==> src/rtl/sequence_generator.sv <==
// Serial pattern transmitter: shifts a captured WIDTH-bit pattern out MSB-first, repeat_cnt times.
// Define SEQGEN_GAP_EN to insert GAP idle cycles between repetitions.
module sequence_generator #(
    parameter int WIDTH = 4,
    parameter int CNT_W = 8,
    parameter int GAP   = 2
) (
    input  logic             clk,
    input  logic             reset,
    input  logic             start,
    input  logic [WIDTH-1:0] pattern,
    input  logic [CNT_W-1:0] repeat_cnt,
    output logic             out,
    output logic             out_valid,
    output logic             busy,
    output logic             done
);

    localparam int IDX_W = $clog2(WIDTH);
    localparam logic [IDX_W-1:0] LAST_IDX = IDX_W'(WIDTH - 1);

    typedef enum logic [1:0] {
        S_IDLE  = 2'd0,
        S_SHIFT = 2'd1,
        S_GAP   = 2'd2,
        S_DONE  = 2'd3
    } state_t;

    state_t           state_q;
    logic [WIDTH-1:0] shift_q;
    logic [WIDTH-1:0] pat_q;
    logic [CNT_W-1:0] rep_q;
    logic [IDX_W-1:0] idx_q;

    logic [WIDTH-1:0] shift_d;
    logic [CNT_W-1:0] rep_d;
    logic [IDX_W-1:0] idx_d;
    logic             last_bit_d;
    logic             last_rep_d;

`ifdef SEQGEN_GAP_EN
    localparam int GAP_W = (GAP < 2) ? 1 : $clog2(GAP);
    localparam logic [GAP_W-1:0] GAP_LAST = GAP_W'((GAP > 0) ? GAP - 1 : 0);

    logic [GAP_W-1:0] gap_q;
`else
    // GAP stays a legal parameter in this build but has no effect on timing.
    if (GAP < 0) begin : g_gap_check
        $error("sequence_generator: GAP must be non-negative");
    end
`endif

    if (WIDTH < 2) begin : g_width_check
        $error("sequence_generator: WIDTH must be at least 2");
    end

    always_comb begin
        shift_d    = {shift_q[WIDTH-2:0], 1'b0};
        rep_d      = rep_q - 1'b1;
        idx_d      = idx_q + 1'b1;
        last_bit_d = (idx_q == LAST_IDX);
        last_rep_d = (rep_q == CNT_W'(1));
    end

    always_ff @(posedge clk) begin
        if (reset) begin
            state_q <= S_IDLE;
            shift_q <= '0;
            pat_q   <= '0;
            rep_q   <= '0;
            idx_q   <= '0;
`ifdef SEQGEN_GAP_EN
            gap_q   <= '0;
`endif
        end else begin
            case (state_q)
                S_IDLE: begin
                    if (start) begin
                        shift_q <= pattern;
                        pat_q   <= pattern;
                        rep_q   <= repeat_cnt;
                        idx_q   <= '0;
                        state_q <= (repeat_cnt == '0) ? S_DONE : S_SHIFT;
                    end
                end

                S_SHIFT: begin
                    shift_q <= shift_d;
                    idx_q   <= idx_d;
                    if (last_bit_d) begin
                        idx_q <= '0;
                        rep_q <= rep_d;
                        if (last_rep_d) begin
                            state_q <= S_DONE;
                        end else begin
`ifdef SEQGEN_GAP_EN
                            if (GAP > 0) begin
                                state_q <= S_GAP;
                                gap_q   <= '0;
                            end else begin
                                shift_q <= pat_q;
                            end
`else
                            // Reload from the captured copy; the live input may have changed.
                            shift_q <= pat_q;
`endif
                        end
                    end
                end

`ifdef SEQGEN_GAP_EN
                S_GAP: begin
                    gap_q <= gap_q + 1'b1;
                    if (gap_q == GAP_LAST) begin
                        state_q <= S_SHIFT;
                        shift_q <= pat_q;
                    end
                end
`endif

                S_DONE: begin
                    state_q <= S_IDLE;
                end

                default: begin
                    state_q <= S_IDLE;
                end
            endcase
        end
    end

    // Outputs decode straight from registers, so no input reaches an output combinationally.
    assign out_valid = (state_q == S_SHIFT);
    assign out       = out_valid & shift_q[WIDTH-1];
    assign busy      = (state_q != S_IDLE);
    assign done      = (state_q == S_DONE);

endmodule

==> config.mk <==
export PLATFORM = sky130hd
export DESIGN_NAME = sequence_generator
export DESIGN_NICKNAME = d
export VERILOG_FILES = /design/src/rtl/sequence_generator.sv
export SDC_FILE = /design/constraint.sdc
export NUM_CORES = 1
export LEC_CHECK = 0
export CAP_MARGIN = 40
export CORE_MARGIN = 2
export CORE_UTILIZATION = 55
export DETAILED_ROUTE_END_ITERATION = 7
export PLACE_DENSITY = 0.82
export SYNTH_ARGS = -nofsm -noshare
export SYNTH_HDL_FRONTEND = slang
export SYNTH_SLANG_ARGS = --single-unit
==> constraint.sdc <==
create_clock -name clk -period 2.6 [get_ports clk]
set_input_delay 0.52 -clock clk [delete_from_list [all_inputs] [get_ports clk]]
set_output_delay 0.52 -clock clk [all_outputs]
set_load 0.01 [all_outputs]
==> flow_summary.toml <==
[status]
status = "finished clean"

[layout]
num_antenna_cells = 0
syn_to_final_growth_pct = 22.89
post-route-util_pct = 70.23
fin_nets = 169
layout-drive-gt1-share_pct = 9.333
finalInstanceArea_um2 = 1364

[synth]
yosys.area.top_type = "dfxtp_1"
syn_avg_cell_area_um2 = 8.408
yosys-top-cells-area = "dfxtp_1, a21oi_1, o32ai_1, nor2_1, mux2i_1"
synth_top_area_share_pct = 36.08
synthDistinctLibCells = 37
synth_seq_cells = 20
yosysMostFrequentCell = "dfxtp_1"
synthTopCellsByCount = "dfxtp_1, a21oi_1, nor2_1"
synth_edf_count = 0
synth_flop_cell = "dfxtp_1"
synth_area_um2 = 1110
ys_async_sr_fraction_pct = 0
ys_seq_area_share_pct = 36.08
netlist_instances = 132
synth_nets = 150
yosys_warnings = 0

[clock_tree]
post-cts-setup-buffers = 0
clk_pin_slew_ns = 0.12
cts_hold_buffers = 0
root_buffer = "clkbuf_4"
insertion_delay_ns = 0.32
cts_buffers = 3
clkSinkCount = 20
h-tree-depth = 1
cts_tree = "done"
clockBufferDepth = 2
cts_resized = 0

[critical_path]
r2r_cells = 4
end_kind = "primary output"
rr_endpoint = "shift_q[1]$_SDFFE_PP0P_"
crit_path_max_fanout = 11
worstPathRequired_ns = 2.08
crit_type = "reg -> out"
reg2reg_slack_ns = 1.00
cp-start-kind = "register"
reg2reg_from = "rep_q[5]$_SDFFE_PP0P_"
endpoint = "out"
cp-startpoint = "state_q[0]$_SDFFE_PP0P_"
cp.arrival_ns = 1.81

[floorplanning]
start_util_pct = 57.15
rows = 16
die_area_um2 = 2393
core_area_um2 = 1942
die_w_um = 48.92
die_y_um = 48.92
io_pins = 19

[place]
io_buffers = 18
hpwl_mm = 1.943
pre_cts_ws_ns = 0.4897
gp_congestion = 0.8471
dpl_cell_area_um2 = 1311

[drt]
ant_nets = 0
wirelength_mm = 2.546
wire_per_inst_um = 14.38
num_vias = 1067
drc = 0
first_pass_iters = 4
viasPerCell = 6.028
drt_iter0_drc = 38

[sta]
relSlewSlack_pct = 60.53
fmax_mhz = 429.9
layout_setup_ws_ns = 0.2741
tightest_slew_ns = 0.5895
final_max_slew_viol_count = 0
fin_skew_ns = 0.005801
fin_crit_sh_pct = 89.46
setup_viol = 0
hold_ws_ns = 0.5051
final.min_clock_period_ns = 2.326
setup_tns_ns = 0
rsz0062_at_grt = "false"
hold_viol = 0

[global_route]
grt_pass1_wl_mm = 4.271
grt_max_degree = 19
grt.total_usage_pct = 22.81
antenna_found_initial = 0
grt_pass1_vias = 922
overflow = 0

[min_path]
min_path_type = "reg -> reg"

[power_and_ir_drop]
p_leak_nw = 0.5296
power_per_cell_area_nw_per_um2 = 581.4
ir_drop_uv = 448.8

[job]
drv_cap = 0
==> flip-flops by register name, indices dropped and copies added (netlist names) <==
signal   flops
rep_q        8
pat_q        4
shift_q      4
idx_q        2
state_q      2
==> layout make-up <==
type | count | area, um2
Multi-Input combinational cell | 96 | 640.6
Sequential cell | 20 | 400.4
Inverter | 9 | 33.78
Clock buffer | 3 | 22.52
Fill cell | 166 | 578.1
Timing Repair Buffer | 21 | 202.7
Clock inverter | 1 | 30.03
Tap cell | 27 | 33.78
==> critical path, cell delays in order, from the launching register on <==
cell and delay (ns):
dfxtp_1 0.54, nand2b_1 0.14, inv_1 0.13, and2_1 0.14, clkdlybuf4s50_1 0.53
==> stage by stage <==
stage	total power, mW	cells
2_1_floorplan	0.4733	132
3_3_place_gp	0.5274	173
3_5_place_dp	0.5335	173
4_1_cts	0.7915	177
5_1_grt	0.8326	177
6_report	0.7930	177
==> how the worst min path moves through the flow <==
stage / start / to / slack, ns / cells after the start
2_1_floorplan: pat_q[2]$_SDFFE_PP0P_ / pat_q[2]$_SDFFE_PP0P_ / 0.46 / 2
3_3_place_gp: rep_q[7]$_SDFFE_PP0P_ / rep_q[7]$_SDFFE_PP0P_ / 0.48 / 2
3_5_place_dp: rep_q[7]$_SDFFE_PP0P_ / rep_q[7]$_SDFFE_PP0P_ / 0.49 / 2
4_1_cts: rep_q[7]$_SDFFE_PP0P_ / rep_q[7]$_SDFFE_PP0P_ / 0.51 / 2
5_1_grt: rep_q[7]$_SDFFE_PP0P_ / rep_q[7]$_SDFFE_PP0P_ / 0.54 / 2
6_report: rep_q[7]$_SDFFE_PP0P_ / rep_q[7]$_SDFFE_PP0P_ / 0.51 / 2
==> cell families (layout without fill, tap and decap cells) <==
logic type	after synthesis	in the layout	synth area share, %
AOI/OAI and AO/OA	43	43	27.40
adders and majority gates	3	3	3.383
buffers and inverters	16	34	6.200
DFF	20	20	36.08
muxes	4	4	3.608
and+or+nand+nor	46	46	23.34
==> placed cells by master, fill, tap and decap left out, drive strengths merged <==
| cell type | Yosys | final |
|---|---|---|
| a211oi | 4 | 4 |
| a21o | 1 | 1 |
| a21oi | 16 | 16 |
| a22oi | 4 | 4 |
| a311oi | 1 | 1 |
| a31oi | 2 | 2 |
| a41o | 2 | 2 |
| and2 | 3 | 3 |
| and4 | 1 | 1 |
| buf | 6 | 3 |
| bufinv | 0 | 1 |
| clkbuf | 1 | 3 |
| clkdlybuf4s50 | 0 | 18 |
| dfxtp | 20 | 20 |
| ha | 3 | 3 |
| inv | 9 | 9 |
| mux2i | 4 | 4 |
| nand2 | 8 | 8 |
| nand2b | 5 | 5 |
| nand3 | 1 | 1 |
| nor2 | 12 | 12 |
| nor2b | 1 | 1 |
| nor3 | 5 | 5 |
| nor3b | 2 | 2 |
| nor4 | 3 | 3 |
| o21ai | 4 | 4 |
| o21bai | 2 | 2 |
| o31a | 1 | 1 |
| o32ai | 6 | 6 |
| or2 | 1 | 1 |
| or3 | 4 | 4 |
==> per-layer routing <==
| layer | GRT usage, % | share of wire [%] | wire length, um | vias to the layer above |
|---|---|---|---|---|
| met3 | 3.374 | 4.2 | 108 | 3 |
| li1 | - | - | - | 519 |
| met4 | 6.667 | 1.2 | 30 | 0 |
| met5 | 0 | 0 | 0 | - |
| met2 | 37.21 | 49 | 1256 | 28 |
| met1 | 31.32 | 45 | 1151 | 517 |
==> report_power, final <==
| group | internal [mW] | switching (mW) |
|---|---|---|
| Sequential | 0.329 | 0.0230 |
| Combinational | 0.0843 | 0.0924 |
| Clock | 0.156 | 0.108 |
| Total | 0.570 | 0.223 |
Power figures use the tool's default switching activity.
